<file path="src/rtl/cfg_pkg.sv">
// Shared types and sizing for the tile configuration scan-chain loader.
package cfg_pkg;

    typedef enum logic [1:0] {
        IDLE   = 2'd0,
        FETCH  = 2'd1,
        SHIFT  = 2'd2,
        COMMIT = 2'd3
    } cfg_state_e;

    // Each tile holds four 2-bit mux41 selects, one per direction.
    localparam int CFG_BITS_PER_TILE = 8;
    localparam int NUM_TILES         = 16;
    localparam int CFG_CHAIN_BITS    = NUM_TILES * CFG_BITS_PER_TILE;

    function automatic int cfg_min(input int a, input int b);
        return (a < b) ? a : b;
    endfunction

endpackage

</file>
<file path="src/rtl/cfg_piso.sv">
// Parallel-load, serial-out shift register (LSB out first) for one host config word.
module cfg_piso #(
    parameter int WIDTH = 32
) (
    input  logic             clk,
    input  logic             rst_n,
    input  logic             load,
    input  logic             shift,
    input  logic [WIDTH-1:0] par_in,
    output logic             sdo_next
);

    logic [WIDTH-1:0] sreg_q;
    logic [WIDTH-1:0] sreg_d;

    for (genvar gi = 0; gi < WIDTH; gi++) begin : g_bit
        logic upper;
        if (gi == WIDTH - 1) begin : g_top
            assign upper = 1'b0;
        end else begin : g_mid
            assign upper = sreg_q[gi+1];
        end
        assign sreg_d[gi] = load ? par_in[gi] : (shift ? upper : sreg_q[gi]);
    end

    always_ff @(posedge clk or negedge rst_n) begin
        if (!rst_n) begin
            sreg_q <= '0;
        end else begin
            sreg_q <= sreg_d;
        end
    end

    // Next-cycle LSB, so the parent can register cfg_sdo in step with the bit it presents.
    assign sdo_next = sreg_d[0];

endmodule

</file>
<file path="src/rtl/cfg_chain_loader.sv">
// Serializes host config words onto the tile scan chain, then pulses a one-cycle commit.
module cfg_chain_loader
    import cfg_pkg::*;
#(
    parameter  int WIDTH      = 32,
    parameter  int CHAIN_BITS = CFG_CHAIN_BITS,
    localparam int CNT_W      = $clog2(CHAIN_BITS + 1)
) (
    input  logic             clk,
    input  logic             reset,
    input  logic             start,
    input  logic             in_valid,
    input  logic [WIDTH-1:0] in_data,
    output logic             in_ready,
    output logic             cfg_shift,
    output logic             cfg_sdo,
    output logic             cfg_commit,
    output logic             busy,
    output logic             done
);

    localparam int WB_W = $clog2(WIDTH + 1);

    cfg_state_e        state_q, state_d;
    logic [CNT_W-1:0]  bits_left_q, bits_left_d;
    logic [WB_W-1:0]   word_bits_q, word_bits_d;
    logic              done_q, done_d;
    logic              cfg_shift_q, cfg_shift_d;
    logic              cfg_sdo_q, cfg_sdo_d;
    logic              cfg_commit_q, cfg_commit_d;
    logic              piso_load;
    logic              piso_shift;
    logic              sdo_next;

    assign piso_load  = (state_q == FETCH) && in_valid;
    assign piso_shift = (state_q == SHIFT);

    cfg_piso #(.WIDTH(WIDTH)) u_piso (
        .clk      (clk),
        .rst_n    (reset),
        .load     (piso_load),
        .shift    (piso_shift),
        .par_in   (in_data),
        .sdo_next (sdo_next)
    );

    always_comb begin
        state_d     = state_q;
        bits_left_d = bits_left_q;
        word_bits_d = word_bits_q;
        done_d      = done_q;
        unique case (state_q)
            IDLE: begin
                if (start) begin
                    state_d     = FETCH;
                    done_d      = 1'b0;
                    bits_left_d = CNT_W'(CHAIN_BITS);
                end
            end
            FETCH: begin
                if (in_valid) begin
                    // The final word may be only partly shifted when the chain is not a multiple of WIDTH.
                    word_bits_d = WB_W'(cfg_min(int'(bits_left_q), WIDTH));
                    state_d     = SHIFT;
                end
            end
            SHIFT: begin
                word_bits_d = word_bits_q - 1'b1;
                bits_left_d = bits_left_q - 1'b1;
                if (word_bits_q == WB_W'(1)) begin
                    state_d = (bits_left_q == CNT_W'(1)) ? COMMIT : FETCH;
                end
            end
            COMMIT: begin
                state_d = IDLE;
                done_d  = 1'b1;
            end
            default: state_d = IDLE;
        endcase

        // Chain-facing outputs are decoded from the next state and registered.
        cfg_shift_d  = (state_d == SHIFT);
        cfg_sdo_d    = (state_d == SHIFT) && sdo_next;
        cfg_commit_d = (state_d == COMMIT);
    end

    always_ff @(posedge clk or negedge reset) begin
        if (!reset) begin
            state_q      <= IDLE;
            bits_left_q  <= '0;
            word_bits_q  <= '0;
            done_q       <= 1'b0;
            cfg_shift_q  <= 1'b0;
            cfg_sdo_q    <= 1'b0;
            cfg_commit_q <= 1'b0;
        end else begin
            state_q      <= state_d;
            bits_left_q  <= bits_left_d;
            word_bits_q  <= word_bits_d;
            done_q       <= done_d;
            cfg_shift_q  <= cfg_shift_d;
            cfg_sdo_q    <= cfg_sdo_d;
            cfg_commit_q <= cfg_commit_d;
        end
    end

    assign in_ready   = (state_q == FETCH);
    assign busy       = (state_q != IDLE);
    assign done       = done_q;
    assign cfg_shift  = cfg_shift_q;
    assign cfg_sdo    = cfg_sdo_q;
    assign cfg_commit = cfg_commit_q;

endmodule

</file>
<file path="config.mk">
export PLATFORM = sky130hd
export DESIGN_NAME = cfg_chain_loader
export DESIGN_NICKNAME = d
export VERILOG_FILES = /design/src/rtl/cfg_pkg.sv /design/src/rtl/cfg_piso.sv /design/src/rtl/cfg_chain_loader.sv
export SDC_FILE = /design/constraint.sdc
export NUM_CORES = 1
export LEC_CHECK = 0
export ABC_CLOCK_PERIOD_IN_PS = 3200
export CORE_ASPECT_RATIO = 1.2
export CORE_MARGIN = 2
export CORE_UTILIZATION = 37
export CTS_CLUSTER_DIAMETER = 200
export CTS_CLUSTER_SIZE = 20
export DETAILED_ROUTE_END_ITERATION = 12
export GPL_TIMING_DRIVEN = 1
export PLACE_DENSITY = 0.57
export SETUP_SLACK_MARGIN = 0.05
export SYNTH_ARGS = -nofsm -noshare
export SYNTH_HDL_FRONTEND = slang
export SYNTH_SLANG_ARGS = --single-unit
</file>
<file path="constraint.sdc">
create_clock -name clk -period 3.2 [get_ports clk]
set_clock_uncertainty 0.05 [all_clocks]
set_input_delay 0.64 -clock clk [delete_from_list [all_inputs] [get_ports clk]]
set_output_delay 0.64 -clock clk [all_outputs]
set_load 0.05 [all_outputs]
</file>
==> results.txt, run 1 <==
----------------------------------------------------
[Placed design]
  Total of buffers placed on input and output ports ... about 40
  RD Place Congestion ... roughly 0.74
  Placed cell area ... 2860 µm²
  Worst-case setup slack after placement ... 1000 ps
  Number of placed instances with taps included ... 362
  DPL Wire Length ... ~3400 µm

[Synth]
  Yosys top cell area share ... 0.539
  Total nets after synthesis ... between 200 and 300
  Top post-synthesis cells by area ... dfrtp_1 54%, nand2_1 11%, a22oi_1 9.6%
  Yosys warning count ... 0
  Sequential fraction of the synthesis area ... 0.539
  Number of cells produced by synthesis ... roughly 240
  Library cell occupying the most area in the post-synthesis netlist ... dfrtp_1
  Number of flip-flops and latches in the synthesized netlist ... 52
  Cell area after synthesis ... 2410 µm²
  Unique masters post-synth ... 37
  Avg Cell Area, Syn ... approximately 10 µm²

[Timing]
  Final-report hold violation count ... 0
  Number of max-slew violations in the final report ... 0
  TNS Setup ... 0 ps
  Clock period minus final worst setup slack ... 2500 ps
  Slew at the pin closest to its max-slew limit ... approximately 510 ps
  Final critical-path share of the clock period ... 0.783
  Final Worst Setup Slack ... just under 700 ps
  Number of endpoints failing setup at the final stage ... 0
  Maximum frequency from static timing analysis ... 399 MHz
  Fin Hold WS ... 208 ps
  Max-slew headroom ... 0.656
  Setup repair after global routing missed its margin ... no

[Run]
  Number of maximum-capacitance violations ... 0

[CTS]
  Clock transition at the registers of the reported paths ... 100 ps
  Number of H-tree branching levels ... 2
  Count of buffers added by post-CTS timing repair for setup ... 0
  Number of gates resized after cts ... 0
  CTS Sinks ... 52
  CTS Root Cell ... clkbuf_8
  Number of CTS-inserted buffers ... 5
  Cts-stage hold buffer count ... 0
  Worst-Skew Late Latency ... 300 ps
  Number of buffers on the longest clock path ... 2
  TritonCTS clock tree ... done

[Floorplanning]
  Core area ... 6370 µm²
  Vertical die dimension ... 92.5 µm
  Core Rows ... 32
  Full die area ... roughly 7200 µm²
  IO Pins ... 42
  Initial core utilization ... 0.379
  Overall die width ... between 70 and 80 µm

[Power and ir drop]
  Pleak ... around 1.4 nW
  Total Power ... 2.66 mW
  Clock network fraction of total power ... 0.142
  Switching pwr ... 1.10 mW
  Sequential group share of total power ... 0.435
  Cell internal power dissipation ... 1.56 mW
  Proportion of power drawn by combinational gates ... 0.422
  Power density over cell area ... 900 nW/µm²
  Worst vdd ir ... 0.273 mV
  Net switching share of the total power ... 0.414

[Outcome]
  Result of the run ... finished clean

[Worst setup path]
  Number of buffers and inverters on the critical path ... 1
  Cell family with most CP delay ... buffers and inverters
  Largest fanout of any net on the critical path ... 9
  Start point of the critical path ... state_q[0]$_DFF_PN0_
  Critical path startpoint category ... flop
  Worst reg2reg endpoint ... word_bits_q[4]$_DFFE_PN0P_
  Startpoint of the worst register-to-register path ... state_q[1]$_DFF_PN0_
  Slowest cell on crit path ... clkdlybuf4s50_1
  Highest cell delay on the worst timing path ... just over 800 ps
  Crit. path cell count ... 2
  Worst reg2reg setup slack ... 1450 ps
  Required arrival time at the worst endpoint ... 2510 ps
  Worst setup EP type ... primary output
  Category of the critical setup timing path ... reg2out
  Critical path capture point ... in_ready
  Number of cells on the worst reg-to-reg path ... 6
  Crit path cell chain ... nor2b_1 > clkdlybuf4s50_1
  Crit path DAT ... between 1500 and 2000 ps

[Route]
  Drt first-iter violations ... 91
  Remaining antenna violation count ... 0
  Number of iterations in the first detailed-routing pass ... 5
  Final routed DRC violation total ... 0
  Detailed-route wire length ... approximately 5000 µm
  Average via count per standard cell ... 4.98
  Wire length per cell after detailed routing ... 13.4 µm
  Detailed-route via count ... 1,841

[Final layout]
  Number of nets in the finished design ... 324
  Register area ... 1300 µm²
  Share of cells above drive strength 1 ... 0.0842
  Fill cell count ... ~600
  Area Overhead vs Synth ... 22.3%
  End-of-flow core utilization ... 0.464
  Diodes inserted ... 0
  Design area ... between 2000 and 3000 µm²
  Final non-filler cell total ... 370
  Multi-input gate area ... about 980 µm²

[Global route]
  Initial antenna violation count ... 0
  Vias in the first global route ... about 1.9k
  Aggregate global-route resource usage ... 0.149
  Pin count of the biggest net entering global routing ... 35
  First-pass GRT wire length ... 8610 µm
  Overall overflow remaining after global route ... 0

[Worst hold path]
  Hold/Removal Path Class ... in2async

----------------------------------------------------
[worst min path at each step]
stage / slack, ps / endpoint / cells past startpoint / startpoint
after CTS: 210 / u_piso.sreg_q[10]$_DFFE_PN0P_ / 1 / reset
after floorplan: 290 / bits_left_q[0]$_DFFE_PN0P_ / 0 / reset
after global routing: 220 / u_piso.sreg_q[15]$_DFFE_PN0P_ / 1 / reset
after detailed placement: 410 / u_piso.sreg_q[25]$_DFFE_PN0P_ / 2 / u_piso.sreg_q[25]$_DFFE_PN0P_
final: 210 / u_piso.sreg_q[10]$_DFFE_PN0P_ / 1 / reset
after global placement: 410 / u_piso.sreg_q[13]$_DFFE_PN0P_ / 2 / u_piso.sreg_q[13]$_DFFE_PN0P_
[cell usage in the layout (no fill, tap or decap), types with 2 or more instances in the layout]
cell type        instances
inv_1                    6
nand3b_1                 2
or2_2                    3
clkbuf_8                 5
a21oi_1                  4
nand2b_1                 2
clkdlybuf4s50_1         40
clkinvlp_4               2
o21ai_0                  7
nor2_1                  11
mux2i_1                  3
dfrtp_1                 52
a22oi_1                 31
nand2_1                 73
ha_1                     4
nor3_1                   3
a311oi_1                 3
buf_4                    6
nand3_1                  7
[registers in the layout, summed over array words and instances, names as in the netlist]
signal / flops
u_piso.sreg_q: 32
bits_left_q: 8
word_bits_q: 6
state_q: 2
cfg_commit: 1
cfg_sdo: 1
cfg_shift: 1
done: 1
[layer usage]
layer  routed length, µm  GRT usage  up-vias
met5                   0          0        -
met4                  61     0.0506        0
met3                 186     0.0283        6
met2                2470      0.253       34
met1                2250      0.190      880
li1                    -          -      921
[cells by family (layout without fill, tap and decap cells)]
group,Yosys count,after routing,share of synthesized area
DFF,52,52,0.539
and+or+nand+nor,111,111,0.208
buffers and inverters,20,61,0.0560
xor gates and xnor gates,2,2,0.00726
AOI/OAI and AO/OA,52,52,0.157
adders and majority gates,4,4,0.0207
muxes,3,3,0.0124
[worst reg2reg max path, delay by kind of cell, from the launching register on]
kind            cells  cell delay (ps)
compound gates      1              210
buf+inv             2              530
flops               1              460
simple gates        3              410
[power by group through the flow]
stage	registers, mW	logic [mW]	clock network (mW)
after floorplan	1.18	0.845	0
after global placement	1.16	1.12	0
after detailed placement	1.17	1.14	0
after CTS	1.16	1.15	0.394
after global routing	1.20	1.28	0.428
final	1.16	1.12	0.378
[layout make-up]
| cell class | instances | share of cell area |
|---|---|---|
| clock inverters | 3 | 0.00805 |
| inverters | 6 | 0.00763 |
| well taps | 85 | 0.0360 |
| flip-flops and latches | 52 | 0.441 |
| clock buffers | 5 | 0.0233 |
| repair buffers | 47 | 0.153 |
| multi-input cells | 172 | 0.332 |
[synthesized netlist by cell type, drive strengths merged]
cell type / count
ha: 4
nor2: 12
and2: 2
nor4: 1
a22oi: 31
mux2i: 3
a21oi: 4
a31oi: 1
inv: 6
buf: 12
dfrtp: 52
o21ai: 8
xnor2: 1
nand2: 73
and3b: 1
o211a: 1
a221o: 1
nand3: 7
nor3: 3
nor3b: 2
a311oi: 4
nor2b: 2
nand3b: 2
or2: 3
nand4: 1
clkbuf: 2
nand2b: 2
xor2: 1
a221oi: 1
a41oi: 1
No activity file was read; power rests on OpenSTA's default activity.
==> run 2, diff against run 1 <==
ABC_CLOCK_PERIOD_IN_PS = 2500   (was 3200)
clock period = 2.5 ns   (was 3.2 ns; I/O delays follow)
==> results.txt, run 2 (same netlist as run 1, synthesis figures left out) <==
----------------------------------------------------
[Floorplanning]
  Initial core utilization ... 0.379 (unchanged)
  Core area ... 6370 µm² (unchanged)
  Core Rows ... 32 (unchanged)
  Overall die width ... 77.7 µm (unchanged)
  Full die area ... 7190 µm² (unchanged)
  IO Pins ... 42 (unchanged)
  Vertical die dimension ... 92.5 µm (unchanged)

[Route]
  Average via count per standard cell ... 5.12 (+2.8%)
  Highest routing layer actually used ... met4
  Met3 wire length ... 191 µm (+2.7%)
  Detailed-route via count ... 1,888 (+2.6%)
  Number of iterations in the first detailed-routing pass ... 4 (-1)
  Remaining antenna violation count ... 0 (unchanged)
  WL met1 ... 2420 µm (+7.2%)
  Wire length on met2 ... 2510 µm (+1.5%)
  Detailed-route wire length ... 5220 µm (+5.0%)
  Wire length per cell after detailed routing ... 14.1 µm (+5.3%)
  Final routed DRC violation total ... 0 (unchanged)
  Drt first-iter violations ... 98 (+7.7%)

[Placed design]
  RD Place Congestion ... 0.736 (about the same)
  Placed cell area ... 2870 µm² (+0.18%)
  Number of placed instances with taps included ... 361 (-0.28%)
  Worst-case setup slack after placement ... 169 ps (-835 ps)
  DPL Wire Length ... 3410 µm (+0.55%)
  Total of buffers placed on input and output ports ... 41 (unchanged)

[Timing]
  Maximum frequency from static timing analysis ... 425 MHz
  Final critical-path share of the clock period ... 0.940
  Slew at the pin closest to its max-slew limit ... 727 ps (+213 ps)
  Max-slew headroom ... 0.515 (-0.141)
  Final Worst Setup Slack ... 150 ps (-545 ps)
  Fin Hold WS ... 55.2 ps (-153 ps)
  TNS Setup ... 0 ps (unchanged)
  Number of max-slew violations in the final report ... 0 (unchanged)
  Final-report hold violation count ... 0 (unchanged)
  Clock period minus final worst setup slack ... ~2400 ps
  Setup repair after global routing missed its margin ... no
  Number of endpoints failing setup at the final stage ... 0 (unchanged)

[Global route]
  Pin count of the biggest net entering global routing ... 42 (+20%)
  First-pass GRT wire length ... 8940 µm (+3.8%)
  Initial antenna violation count ... 0 (unchanged)
  Overall overflow remaining after global route ... 0 (unchanged)
  Vias in the first global route ... 1,869 (+0.11%)
  Aggregate global-route resource usage ... 0.155 (+0.00605)

[CTS]
  CTS Sinks ... 52 (unchanged)
  Clock transition at the registers of the reported paths ... 100 ps (about the same)
  TritonCTS clock tree ... done
  CTS Root Cell ... clkbuf_8
  Number of H-tree branching levels ... 2 (unchanged)
  Worst-Skew Late Latency ... 300 ps (about the same)
  Number of CTS-inserted buffers ... 5 (unchanged)
  Number of buffers on the longest clock path ... 2 (unchanged)
  Number of gates resized after cts ... 0 (unchanged)
  Cts-stage hold buffer count ... 0 (unchanged)
  Count of buffers added by post-CTS timing repair for setup ... 0 (unchanged)

[Worst setup path]
  Start point of the critical path ... state_q[0]$_DFF_PN0_
  Required arrival time at the worst endpoint ... 1950 ps (-560 ps)
  Category of the critical setup timing path ... reg2out
  Number of cells on the worst reg-to-reg path ... 5 (-1)
  Worst reg2reg endpoint ... u_piso.sreg_q[4]$_DFFE_PN0P_
  Critical path startpoint category ... flop
  Slowest cell on crit path ... clkdlybuf4s50_1
  Worst setup EP type ... primary output
  Number of buffers and inverters on the critical path ... 1 (unchanged)
  Crit path DAT ... 1800 ps (about the same)
  Startpoint of the worst register-to-register path ... state_q[1]$_DFF_PN0_
  Cell family with most CP delay ... buffers and inverters
  Largest fanout of any net on the critical path ... 9 (unchanged)
  Worst reg2reg setup slack ... 580 ps (-870 ps)
  Crit. path cell count ... 2 (unchanged)
  Crit path cell chain ... or2_2 > clkdlybuf4s50_1
  Highest cell delay on the worst timing path ... 700 ps (-130 ps)

[Power and ir drop]
  Power density over cell area ... 1170 nW/µm² (+30%)
  Worst vdd ir ... 0.410 mV (+50%)
  Clock network fraction of total power ... 0.148 (+0.006)
  Sequential group share of total power ... 0.430 (-0.005)
  Total Power ... 3.46 mW (+30%)
  Switching pwr ... 1.43 mW (+30%)
  Cell internal power dissipation ... 2.02 mW (+30%)
  Proportion of power drawn by combinational gates ... 0.422 (about the same)
  Pleak ... 1.37 nW (+1.1%)
  Net switching share of the total power ... 0.415 (+0.00112)

[Final layout]
  Area Overhead vs Synth ... 22.9%
  Leading registers by flop count ... u_piso.sreg_q x32, bits_left_q x8, word_bits_q x6
  Number of nets in the finished design ... 323 (-0.31%)
  Register name with the most flops ... u_piso.sreg_q
  Flip-flop count of the largest register after layout ... 32 (unchanged)
  End-of-flow core utilization ... 0.466 (+0.00197)
  Final non-filler cell total ... 369 (-0.27%)
  Design area ... 2970 µm² (+0.42%)
  Most common cell after layout, fill and taps aside ... nand2_1
  Diodes inserted ... 0 (unchanged)
  Share of cells above drive strength 1 ... 0.0810 (-0.00322)
  Leading cell types in the layout, fill and taps excluded ... 73 x nand2_1, 52 x dfrtp_1, 39 x clkdlybuf4s50_1

[Run]
  Number of maximum-capacitance violations ... 0 (unchanged)

[Worst hold path]
  Hold/Removal Path Class ... in2async

[Outcome]
  Result of the run ... finished clean

----------------------------------------------------
==> run 2: changes by cell type in the layout (fill, tap and decap cells not counted) <==
| cell | delta |
|---|---|
| clkinv_4 | -1 |
| clkdlybuf4s50_1 | -1 |
| buf_4 | -2 |
| buf_12 | +1 |
| dlymetal6s2s_1 | +1 |
| clkbuf_8 | +1 |
==> run 2: cell type report <==
class / count / area [µm²]
Clock buffer: 6 / 82.6
Clock inverter: 2 / 15.0
Fill cell: 603 / 3400
Inverter: 6 / 22.5
Multi-Input combinational cell: 172 / 980
Sequential cell: 52 / 1300
Tap cell: 85 / 106
Timing Repair Buffer: 46 / 458
==> run 2: metal layers <==
layer,global-route usage,vias up
met4,0.0595,0
li1,-,919
met3,0.0273,8
met2,0.261,33
met1,0.198,928
met5,0,-
==> run 2: power by group through the flow <==
stage	registers [mW]	logic (mW)	clock network (mW)
final	1.48	1.46	0.512
after global routing	1.53	1.65	0.564
after floorplan	1.51	1.08	0
after detailed placement	1.50	1.47	0
after CTS	1.48	1.48	0.534
after global placement	1.50	1.44	0
==> run 2: worst max path at each step <==
stage,end
2_1_floorplan,word_bits_q[1]$_DFFE_PN0P_
3_3_place_gp,u_piso.sreg_q[17]$_DFFE_PN0P_
3_5_place_dp,u_piso.sreg_q[4]$_DFFE_PN0P_
4_1_cts,in_ready
5_1_grt,busy
6_report,busy
==> run 3, diff against run 2 <==
CORE_ASPECT_RATIO = unset   (was 1.2)
==> results.txt, run 3 (same netlist as run 1, synthesis figures left out) <==
----------------------------------------------------
[Route]
  Drt first-iter violations ... 125 (+28%)
  Detailed-route via count ... 1,849 (-2.1%)
  Met3 wire length ... 200 µm (+4.7%)
  Average via count per standard cell ... 5.11 (-0.17%)
  Final routed DRC violation total ... 0 (unchanged)
  Wire length per cell after detailed routing ... 14.1 µm (about the same)
  Wire length on met2 ... 2310 µm (-8.0%)
  Number of iterations in the first detailed-routing pass ... 4 (unchanged)
  Detailed-route wire length ... 5120 µm (-1.9%)
  Remaining antenna violation count ... 0 (unchanged)
  Highest routing layer actually used ... met4
  WL met1 ... 2570 µm (+6.5%)

[Worst setup path]
  Number of buffers and inverters on the critical path ... 1 (unchanged)
  Number of cells on the worst reg-to-reg path ... 5 (unchanged)
  Startpoint of the worst register-to-register path ... state_q[0]$_DFF_PN0_
  Worst reg2reg endpoint ... word_bits_q[4]$_DFFE_PN0P_
  Slowest cell on crit path ... clkdlybuf4s50_1
  Category of the critical setup timing path ... reg2out
  Worst reg2reg setup slack ... 750 ps (+170 ps)
  Highest cell delay on the worst timing path ... 700 ps (about the same)
  Required arrival time at the worst endpoint ... 1950 ps (about the same)
  Largest fanout of any net on the critical path ... 9 (unchanged)
  Cell family with most CP delay ... buffers and inverters
  Critical path startpoint category ... flop
  Worst setup EP type ... primary output
  Crit path cell chain ... or2_2 > clkdlybuf4s50_1
  Start point of the critical path ... state_q[0]$_DFF_PN0_
  Crit path DAT ... 1830 ps (+30 ps)

[Power and ir drop]
  Power density over cell area ... 1150 nW/µm² (-0.94%)
  Sequential group share of total power ... 0.433 (+0.003)
  Net switching share of the total power ... 0.414 (-0.00175)
  Switching pwr ... 1.42 mW (-1.1%)
  Clock network fraction of total power ... 0.141 (-0.007)
  Pleak ... 1.38 nW (+0.79%)
  Cell internal power dissipation ... 2.01 mW (-0.43%)
  Worst vdd ir ... 0.533 mV (+30%)
  Total Power ... 3.43 mW (-0.73%)
  Proportion of power drawn by combinational gates ... 0.425 (+0.003)

[Final layout]
  Share of cells above drive strength 1 ... 0.0807 (-0.000284)
  Most common cell after layout, fill and taps aside ... nand2_1
  Leading registers by flop count ... u_piso.sreg_q x32, bits_left_q x8, word_bits_q x6
  Flip-flop count of the largest register after layout ... 32 (unchanged)
  Register name with the most flops ... u_piso.sreg_q
  Area Overhead vs Synth ... 23.1%
  Leading cell types in the layout, fill and taps excluded ... 73 x nand2_1, 52 x dfrtp_1, 39 x clkdlybuf4s50_1
  End-of-flow core utilization ... 0.471 (+0.00487)
  Diodes inserted ... 0 (unchanged)
  Number of nets in the finished design ... 324 (+0.31%)

[Global route]
  Overall overflow remaining after global route ... 0 (unchanged)
  Initial antenna violation count ... 0 (unchanged)
  Aggregate global-route resource usage ... 0.150 (-0.00521)
  First-pass GRT wire length ... 8660 µm (-3.2%)
  Vias in the first global route ... 1,772 (-5.2%)
  Pin count of the biggest net entering global routing ... 31 (-26%)

[Floorplanning]
  Core Rows ... 29 (-9.4%)
  Initial core utilization ... 0.382 (+0.00316)
  Vertical die dimension ... 84.8 µm (-8.3%)
  Overall die width ... 84.8 µm (+9.1%)
  IO Pins ... 42 (unchanged)
  Full die area ... 7190 µm² (about the same)
  Core area ... 6310 µm² (-0.83%)

[CTS]
  Cts-stage hold buffer count ... 0 (unchanged)
  Number of CTS-inserted buffers ... 5 (unchanged)
  CTS Sinks ... 52 (unchanged)
  Number of buffers on the longest clock path ... 2 (unchanged)
  Worst-Skew Late Latency ... 310 ps (about the same)
  Number of H-tree branching levels ... 2 (unchanged)
  Number of gates resized after cts ... 0 (unchanged)
  Count of buffers added by post-CTS timing repair for setup ... 0 (unchanged)
  CTS Root Cell ... clkbuf_8
  Clock transition at the registers of the reported paths ... 110 ps (about the same)
  TritonCTS clock tree ... done

[Timing]
  Max-slew headroom ... 0.602 (+0.0869)
  Maximum frequency from static timing analysis ... 421 MHz (-1.1%)
  TNS Setup ... 0 ps (unchanged)
  Number of endpoints failing setup at the final stage ... 0 (unchanged)
  Number of max-slew violations in the final report ... 0 (unchanged)
  Clock period minus final worst setup slack ... 2380 ps (+27.3 ps)
  Slew at the pin closest to its max-slew limit ... 598 ps (-130 ps)
  Final critical-path share of the clock period ... 0.951 (+0.0109)
  Final-report hold violation count ... 0 (unchanged)
  Setup repair after global routing missed its margin ... no

[Run]
  Number of maximum-capacitance violations ... 0 (unchanged)

[Placed design]
  DPL Wire Length ... 3470 µm (+1.6%)
  RD Place Congestion ... 0.733 (-0.42%)
  Total of buffers placed on input and output ports ... 41 (unchanged)

[Worst hold path]
  Hold/Removal Path Class ... in2async

[Outcome]
  Result of the run ... finished clean

----------------------------------------------------
## run 3: worst max path at each step
stage | slack (ps) | cells after the start | endpoint
floorplan | 680 | 4 | word_bits_q[1]$_DFFE_PN0P_
global placement | 370 | 6 | word_bits_q[4]$_DFFE_PN0P_
detailed placement | 320 | 6 | word_bits_q[4]$_DFFE_PN0P_
CTS | 80 | 2 | in_ready
global route | 60 | 2 | busy
finish | 120 | 2 | busy
## run 3: per-stage QoR
stage	instances	worst slack (ps)	area (µm²)	hold WS, ps
global placement	354	368	2880	409
CTS	362	83.4	2970	153
finish	362	122	2970	125
global route	362	56.7	2970	152
floorplan	244	682	2410	154
detailed placement	354	315	2880	413
## run 3: power by group through the flow
stage	Sequential, mW	Clock (mW)	Combinational, mW
final	1.49	0.485	1.46
after global routing	1.54	0.544	1.66
after CTS	1.48	0.506	1.49
after detailed placement	1.50	0	1.48
after global placement	1.49	0	1.46
after floorplan	1.51	0	1.08
## run 3: worst register-to-register path: stages, from the launching register on
cell and delay [ps]:
dfrtp_1 490, and3b_1 320, nor2_2 150, buf_4 320, nor2_1 100, o211a_1 210
## run 3: metal layers
metal	vias up	GRT usage
li1	924	-
met1	890	0.222
met2	31	0.223
met3	4	0.0354
met4	0	0.0346
met5	-	0
## run 3: final cells by class
class,count,area (µm²)
well taps,77,96.3
flip-flops and latches,52,1300
clock inverters,2,16.3
repair buffers,47,478
multi-input cells,172,985
fillers,625,3340
clock buffers,6,72.6
inverters,6,22.5
